## src/rtl/booth_pkg.sv

```systemverilog
// Shared types and the radix-4 Booth digit decoder for the Booth multiplier family.
package booth_pkg;

  typedef enum logic [1:0] {
    IDLE,
    CALC,
    DONE
  } state_t;

  typedef enum logic [2:0] {
    DIG_ZERO,
    DIG_POS1,
    DIG_POS2,
    DIG_NEG1,
    DIG_NEG2
  } digit_t;

  // Window is {b[2i+1], b[2i], b[2i-1]}.
  function automatic digit_t booth_decode(input logic [2:0] win);
    digit_t dig;
    case (win)
      3'b001, 3'b010: dig = DIG_POS1;
      3'b011:         dig = DIG_POS2;
      3'b100:         dig = DIG_NEG2;
      3'b101, 3'b110: dig = DIG_NEG1;
      default:        dig = DIG_ZERO;
    endcase
    return dig;
  endfunction

endpackage

```

## src/rtl/booth_r4_pp_sel.sv

```systemverilog
// Single radix-4 Booth digit partial-product selector (combinational).
// Negative digits are returned as one's complement; the +1 is o_neg and is
// meant to be folded into the consumer's adder as a carry-in.
module booth_r4_pp_sel
  import booth_pkg::*;
#(
  parameter int WIDTH = 16
) (
  input  logic [WIDTH+1:0] i_x,
  input  logic [2:0]       i_win,
  output logic [WIDTH+2:0] o_pp,
  output logic             o_neg
);

  digit_t           w_dig;
  logic [WIDTH+2:0] w_x1;
  logic [WIDTH+2:0] w_x2;

  assign w_dig = booth_decode(i_win);
  assign w_x1  = {i_x[WIDTH+1], i_x};
  assign w_x2  = {i_x, 1'b0};

  // Select 0 / X / 2X and their one's complements from the decoded digit.
  always_comb begin
    o_pp  = '0;
    o_neg = 1'b0;
    case (w_dig)
      DIG_POS1: o_pp = w_x1;
      DIG_POS2: o_pp = w_x2;
      DIG_NEG1: begin
        o_pp  = ~w_x1;
        o_neg = 1'b1;
      end
      DIG_NEG2: begin
        o_pp  = ~w_x2;
        o_neg = 1'b1;
      end
      default: ;
    endcase
  end

endmodule

```

## src/rtl/booth_r4_seq_mul.sv

```systemverilog
// Iterative radix-4 Booth multiplier: one digit per clock, valid/ready in and out.
// The accumulator is pre-scaled by 2^(WIDTH+2): each partial product is added
// at bit WIDTH+2 and the sum is shifted right arithmetically by 2, so after
// NDIG digits the accumulator holds the exact product.
module booth_r4_seq_mul
  import booth_pkg::*;
#(
  parameter int WIDTH = 16
) (
  input  logic               clk,
  input  logic               rst_n,
  input  logic               in_valid,
  output logic               in_ready,
  input  logic [WIDTH-1:0]   a,
  input  logic [WIDTH-1:0]   b,
  input  logic               signed_mode,
  output logic               out_valid,
  input  logic               out_ready,
  output logic [2*WIDTH-1:0] product,
  output logic               busy
);

  localparam int NDIG  = WIDTH / 2 + 1;
  localparam int CNT_W = $clog2(NDIG);
  localparam int ACC_W = 2 * WIDTH + 4;

  generate
    if ((WIDTH % 2) != 0 || WIDTH < 4) begin : g_bad_width
      $error("booth_r4_seq_mul: WIDTH must be even and >= 4");
    end
  endgenerate

  state_t                  r_state;
  state_t                  w_state_nxt;
  logic [CNT_W-1:0]        r_cnt;
  logic [WIDTH+1:0]        r_x;
  logic [WIDTH+2:0]        r_mplr;
  logic signed [ACC_W-1:0] r_acc;
  logic [2*WIDTH-1:0]      r_prod;

  logic [WIDTH+2:0]        w_pp;
  logic                    w_neg;
  logic [WIDTH+1:0]        w_hi;
  logic signed [ACC_W-1:0] w_acc_sum;
  logic signed [ACC_W-1:0] w_acc_nxt;
  logic                    w_last;
  logic                    w_accept;
  logic                    w_unused_pp_msb;

  booth_r4_pp_sel #(.WIDTH(WIDTH)) u_pp_sel (
    .i_x   (r_x),
    .i_win (r_mplr[2:0]),
    .o_pp  (w_pp),
    .o_neg (w_neg)
  );

  // The top pp bit only matters above the accumulator width; the add wraps modulo 2^ACC_W.
  assign w_unused_pp_msb = w_pp[WIDTH+2];
  assign w_hi      = r_acc[ACC_W-1:WIDTH+2] + w_pp[WIDTH+1:0] + {{(WIDTH+1){1'b0}}, w_neg};
  assign w_acc_sum = {w_hi, r_acc[WIDTH+1:0]};
  assign w_acc_nxt = w_acc_sum >>> 2;
  assign w_last    = (r_cnt == CNT_W'(NDIG - 1));
  assign w_accept  = (r_state == IDLE) && in_valid;
  assign product   = r_prod;

  // State register.
  always_ff @(posedge clk or negedge rst_n) begin
    if (!rst_n) r_state <= IDLE;
    else        r_state <= w_state_nxt;
  end

  // Next-state and handshake outputs.
  always_comb begin
    w_state_nxt = r_state;
    in_ready    = 1'b0;
    out_valid   = 1'b0;
    busy        = 1'b0;
    case (r_state)
      IDLE: begin
        in_ready = 1'b1;
        if (in_valid) w_state_nxt = CALC;
      end
      CALC: begin
        busy = 1'b1;
        if (w_last) w_state_nxt = DONE;
      end
      DONE: begin
        busy      = 1'b1;
        out_valid = 1'b1;
        if (out_ready) w_state_nxt = IDLE;
      end
      default: w_state_nxt = IDLE;
    endcase
  end

  // Operand capture, digit iteration and result register.
  always_ff @(posedge clk or negedge rst_n) begin
    if (!rst_n) begin
      r_cnt  <= '0;
      r_x    <= '0;
      r_mplr <= '0;
      r_acc  <= '0;
      r_prod <= '0;
    end else if (w_accept) begin
      r_cnt  <= '0;
      r_x    <= signed_mode ? {{2{a[WIDTH-1]}}, a} : {2'b00, a};
      r_mplr <= signed_mode ? {{2{b[WIDTH-1]}}, b, 1'b0} : {2'b00, b, 1'b0};
      r_acc  <= '0;
    end else if (r_state == CALC) begin
      r_cnt  <= r_cnt + 1'b1;
      r_mplr <= {2'b00, r_mplr[WIDTH+2:2]};
      r_acc  <= w_acc_nxt;
      if (w_last) r_prod <= w_acc_nxt[2*WIDTH-1:0];
    end
  end

endmodule

```

## config.mk

```make
export PLATFORM = sky130hd
export DESIGN_NAME = booth_r4_seq_mul
export DESIGN_NICKNAME = d
export VERILOG_FILES = /design/src/rtl/booth_pkg.sv /design/src/rtl/booth_r4_pp_sel.sv /design/src/rtl/booth_r4_seq_mul.sv
export SDC_FILE = /design/constraint.sdc
export NUM_CORES = 1
export LEC_CHECK = 0
export ABC_AREA = 1
export CORE_ASPECT_RATIO = 1.25
export CORE_MARGIN = 8
export CORE_UTILIZATION = 45
export DETAILED_ROUTE_END_ITERATION = 12
export PLACE_DENSITY = 0.67
export SYNTH_ARGS = -nofsm -noshare
export SYNTH_HDL_FRONTEND = slang
export SYNTH_HIERARCHICAL = 1
export SYNTH_SLANG_ARGS = --single-unit
export TNS_END_PERCENT = 30
```

## constraint.sdc

```tcl
create_clock -name clk -period 3.1 [get_ports clk]
set_input_delay 0.31 -clock clk [delete_from_list [all_inputs] [get_ports clk]]
set_output_delay 0.31 -clock clk [all_outputs]
set_load 0.02 [all_outputs]
```

==> out/summary.md, run 1 <==
* result of the run: finished, final reports clean
* maximum achievable frequency: 364 MHz
* clock insertion delay at the later pin of the skew report: 350 ps
* CP Capture Type: flip-flop
* Worst Slack Setup Final: 356 ps
* average detailed-routed wire length per instance: 14.0 um
* RSZ-0062 raised after global routing: no
* HP Class: primary input to async pin
* Yosys warning total: 6
* Critical Setup Path Class: flip-flop to flip-flop
* Slowest cell on crit path: dfrtp_2
* Worst-Margin Slew: 1070 ps
* startpoint class of the critical path: flip-flop
* library cell used as clock root buffer: clkbuf_16
* number of vias per cell: 5.01
* Layout Area Growth over Synthesis: 18.6%
* DRC violation count after routing: 0
* height of the chip: 145 um
* final-layout worst hold slack: 17.7 ps
* cell depth of the worst flop-to-flop path: 13
* maximum level of the CTS H-tree: 3
* syn_nets: 843
* wire length reported by the detailed router: 14300 um
* first-pass GRT wire length: 24300 um
* setup clock skew after layout: 10.4 ps
* Core Footprint: 13100 sq um
* ANT cells: 0
* Final setup viols: 0
* TritonCTS clock tree: yes
* Longest Clk Path Bufs: 2
* die extent in x: 119 um
* max-capacitance violation count: 0
* ports placed on the boundary: 72
* Tmin final: 2740 ps
* biggest cell delay along the critical path: 520 ps
* number of DRC violations after detailed-routing iteration 0: 469
* startpoint of the most critical register-to-register path: r_mplr[1]
* Tcrit/Tclk final: 88.5%
* NumNets Final: 904
* drt pass-1 iters: 4
* Hold Buf Count CTS: 0
* total via count in the routed design: 5110
* worst path required time: 3310 ps
* Design Power: 7880 uW
* leak pwr: 0.00366 uW
* Synth Area per Inst: 7.64 sq um
* number of antenna violations at the first check in global routing: 0
* fraction of layout cells with a size suffix above 1: 6.36%
* CP Cell Sequence: inv_2 -> nand3_4 -> nand2_1 -> nand2_1 -> nand3_1 -> fa_1 -> inv_1 -> fa_1 -> o21ai_2 -> nand2_1 -> nand2_1 -> xnor2_1 -> o21ai_0
* Worst Setup Slack post-DPL: 197 ps
* endpoints failing hold: 0
* global-route total usage across every layer: 16.8%
* largest net degree at the start of global routing: 106
* most repeated library cell on the critical path: nand2_1
* effective utilization at floorplan: 45.6%
* Total Die Area: 17300 sq um
* peak supply drop: 0.590 mV
* clock sinks: 105
* setup tns final: 0 ps
* Placed Cells: 1000
* clock transition at the registers of the reported paths: 80 ps
* arrival time at the worst endpoint: 2960 ps
* cell count after synthesis: 783
* row count: 47
* final non-filler cell total: 1020
* final max-slew violation count: 0
* Final Wtd Congestion: 0.838
* critical path fanouts, max: 18
* RR Endpoint: r_acc[22]
* area of the mapped netlist: 5990 sq um
* Max-Slew Margin vs Limit: 28.3%
* TritonCTS buffer count: 9
* Pwr per Cell Area: 1110 nW/um^2
* vias in the first global route: 5151
* port bufs: 71
* antenna-violating nets left: 0
* HPWL reported at the end of detailed placement: 10400 um
* GRT Residual Overflow: 0
* reg2reg setup slack: 360 ps
through the flow:
stage,util (%),instance area (sq um)
2_1_floorplan,-,5990
3_3_place_gp,51.5,6750
3_5_place_dp,51.5,6750
4_1_cts,53.9,7070
5_1_grt,54.1,7100
6_report,54.1,7100
area by class of cell:
cell class | instances | area [sq um]
timing repair buffer | 81 | 796
multi-input combinational | 539 | 2740
tap | 171 | 214
fill | 1231 | 6010
inverter | 108 | 405
clock inverter | 7 | 87.6
clock buffer | 9 | 225
sequential | 105 | 2630
placed cells by master (no fill, tap or decap), types with 15 or more instances in the layout:
cell / count
nand2_1: 292
dfrtp_1: 102
inv_1: 100
nand3_1: 76
clkdlybuf4s50_1: 70
o21ai_1: 24
ha_1: 21
nor2_1: 20
o22ai_1: 17
o21ai_0: 16
a21oi_1: 15
where the power goes:
part / switching, uW / total (uW) / leakage (uW) / internal (uW)
combinational: 2860 / 4540 / 0.00223 / 1670
sequential: 357 / 2190 / 0.00128 / 1830
clock: 577 / 1160 / 0.000148 / 579
critical path, delay by kind of cell, from the launching register on:
family | cells | cell delay [ps]
DFF | 1 | 520
AOI/OAI and AO/OA | 2 | 350
adders and majority gates | 2 | 680
buffers and inverters | 2 | 210
and+or+nand+nor | 6 | 630
xor gates and xnor gates | 1 | 200
routing by layer:
metal | part of all wire, % | vias up | global-route usage (%)
met3 | 3.8 | 11 | 3.26
met4 | 1.2 | 0 | 4.69
met5 | 0 | - | 0
li1 | - | 2626 | -
met1 | 45 | 2390 | 20.5
met2 | 50 | 83 | 29.3
sequential cells by signal, indices dropped and copies added, names as in the netlist:
signal / cells
product: 32
r_acc: 32
r_cnt: 4
r_mplr: 18
r_state: 2
r_x: 17
worst max path at each step:
stage	from	to	cells after the start
2_1_floorplan	r_mplr[1]	r_acc[28]	18
6_report	r_mplr[1]	r_acc[22]	13
3_5_place_dp	r_mplr[1]	r_acc[22]	13
5_1_grt	r_mplr[1]	r_acc[28]	16
4_1_cts	r_mplr[1]	r_acc[22]	13
3_3_place_gp	r_mplr[1]	product[24]	14
repair_timing:
action	in CTS	in global routing
setup buffers	0	4
resized for setup	0	3
setup endpoints to repair	0	9
Power figures use the tool's default switching activity.
==> inputs of run 2 (changes only) <==
--- a/config.mk
+++ b/config.mk
@@ -11,6 +11,7 @@
 export CORE_UTILIZATION = 45
 export DETAILED_ROUTE_END_ITERATION = 12
 export PLACE_DENSITY = 0.67
+export RECOVER_POWER = 100
 export SYNTH_ARGS = -nofsm -noshare
 export SYNTH_HDL_FRONTEND = slang
 export SYNTH_HIERARCHICAL = 1
==> run 2 against run 1 <==
First-iteration DRC count down 1.9%; sequential cell count is the same; clock-buffer cell count did not move; maximum frequency shrank 0.39%; largest power group unchanged; highest routed layer unchanged.
==> out/summary.md, run 2 (same netlist as run 1, synthesis figures left out) <==
* result of the run: finished, final reports clean
* Placed Cells: 1000, unchanged
* effective utilization at floorplan: 45.6%, unchanged
* global-route total usage across every layer: 16.8%, unchanged
* Hold Buf Count CTS: 0, unchanged
* most used cells in the layout excluding fill and tap cells: 292 x nand2_1, 102 x dfrtp_1, 101 x inv_1, 76 x nand3_1, 36 x o21ai_0
* Final Wtd Congestion: 0.838, unchanged
* fraction of layout cells with a size suffix above 1: 6.01%, -0.35 points
* average detailed-routed wire length per instance: 14.0 um, +0.15%
* port bufs: 71, unchanged
* height of the chip: 145 um, unchanged
* HPWL reported at the end of detailed placement: 10400 um, unchanged
* row count: 47, unchanged
* most frequent standard cell in the layout excluding fill and tap cells: nand2_1
* vias in the first global route: 5151, unchanged
* power share of the sequential group: 28.0%, +0.3 points
* cell depth of the worst flop-to-flop path: 13, unchanged
* HP Class: primary input to async pin
* net switching fraction of the power: 48.5%, +0.24 points
* switching power of the nets: 3780 uW, -0.44%
* Layout Area Growth over Synthesis: 18.3%
* setup tns final: 0 ps, unchanged
* first-pass GRT wire length: 24300 um, unchanged
* clock insertion delay at the later pin of the skew report: 360 ps, about the same
* final non-filler cell total: 1020, unchanged
* drt pass-1 iters: 4, unchanged
* fraction of the core area covered by cells at the end of the flow: 54.0%, -0.16 points
* Longest Clk Path Bufs: 2, unchanged
* Max-Slew Margin vs Limit: 28.2%, -0.12 points
* clock transition at the registers of the reported paths: 80 ps, about the same
* clock sinks: 105, unchanged
* fraction of power consumed by combinational cells: 57.2%, -0.4 points
* critical path fanouts, max: 18, unchanged
* maximum achievable frequency: 363 MHz, -0.39%
* final max-slew violation count: 0, unchanged
* startpoint class of the critical path: flip-flop
* maximum level of the CTS H-tree: 3, unchanged
* ANT cells: 0, unchanged
* largest net degree at the start of global routing: 106, unchanged
* number of DRC violations after detailed-routing iteration 0: 460, -1.9%
* wire length reported by the detailed router: 14300 um, +0.15%
* antenna-violating nets left: 0, unchanged
* peak supply drop: 0.590 mV, about the same
* worst path required time: 3300 ps, about the same
* leak pwr: 0.00362 uW, -1.1%
* number of vias per cell: 5.02, +0.25%
* Worst-Margin Slew: 1080 ps, +1.83 ps
* Total Die Area: 17300 sq um, unchanged
* clock network fraction of design power: 14.9%, +0.2 points
* arrival time at the worst endpoint: 2960 ps, about the same
* TritonCTS buffer count: 9, unchanged
* die extent in x: 119 um, unchanged
* placed instance area: 6750 sq um, unchanged
* DRC violation count after routing: 0, unchanged
* library cell used as clock root buffer: clkbuf_16
* final instance area: 7080 sq um, -0.30%
* Worst Slack Setup Final: 345 ps, -10.8 ps
* setup clock skew after layout: 9.34 ps, -1.11 ps
* TritonCTS clock tree: yes
* Pwr per Cell Area: 1100 nW/um^2, -0.64%
* Worst Setup Slack post-DPL: 197 ps, unchanged
* endpoints failing hold: 0, unchanged
* Tmin final: 2760 ps, +10.8 ps
* GRT Residual Overflow: 0, unchanged
* RR Endpoint: product[22]
* CP Capture Type: flip-flop
* number of antenna violations at the first check in global routing: 0, unchanged
* Critical Setup Path Class: flip-flop to flip-flop
* reg2reg setup slack: 340 ps, about the same
* Tcrit/Tclk final: 88.9%, +0.35 points
* Core Footprint: 13100 sq um, unchanged
* Final setup viols: 0, unchanged
* NumNets Final: 904, unchanged
* total via count in the routed design: 5123, +0.25%
* RSZ-0062 raised after global routing: no
* max-capacitance violation count: 0, unchanged
* startpoint of the most critical register-to-register path: r_mplr[1]
* ports placed on the boundary: 72, unchanged
* cell internal pwr: 4020 uW, -1.4%
[run 2: critical path: stages, from the launching register on]
cell and delay (ps):
dfrtp_2 520, inv_2 140, nand3_4 200, nand2_1 120, nand2_1 50, nand3_1 100, fa_1 250, inv_1 70
fa_1 430, o21ai_2 220, nand2_1 70, nand2_1 90, xnor2_1 200, o21ai_0 120
[run 2: per-stage QoR]
stage / hold WS, ps / total power, uW
after floorplan: 14.4 / 5570
after global placement: 423 / 6570
after detailed placement: 423 / 6700
after CTS: 46.9 / 7890
after global routing: 121 / 8530
final: 74.7 / 7800
[run 2: worst max path at each step]
| stage | from | cells after the start | endpoint |
|---|---|---|---|
| 6_report | r_mplr[1] | 13 | product[22] |
| 2_1_floorplan | r_mplr[1] | 18 | r_acc[28] |
| 3_5_place_dp | r_mplr[1] | 13 | r_acc[22] |
| 3_3_place_gp | r_mplr[1] | 14 | product[24] |
| 5_1_grt | r_mplr[1] | 16 | r_acc[28] |
| 4_1_cts | r_mplr[1] | 13 | r_acc[22] |
[run 2: metal layers]
metal	vias up	global-route usage [%]	wire length, um	share of wire (%)
li1	2618	-	-	-
met5	-	0	0	0
met4	0	4.69	161	1.1
met1	2420	20.5	6480	45
met3	11	3.26	515	3.6
met2	74	29.3	7130	50
[run 2: final cells by class]
cell class                 instances  area [sq um]
fill                            1239          6030
multi-input combinational        539          2730
sequential                       105          2630
timing repair buffer              81           783
inverter                         108           405
clock buffer                       9           225
tap                              171           214
clock inverter                     7          87.6
[run 2: timing repair]
| item | in CTS | in global routing |
|---|---|---|
| setup buffers | 0 | 4 |
| endpoints found under the setup margin | 0 | 9 |
| gates resized for setup | 0 | 3 |
[run 2: power by group through the flow]
stage	Combinational (uW)	Clock (uW)	Sequential, uW
final	4460	1160	2180
after detailed placement	4480	0	2210
after CTS	4510	1180	2190
after floorplan	3410	0	2170
after global routing	5050	1240	2250
after global placement	4370	0	2190
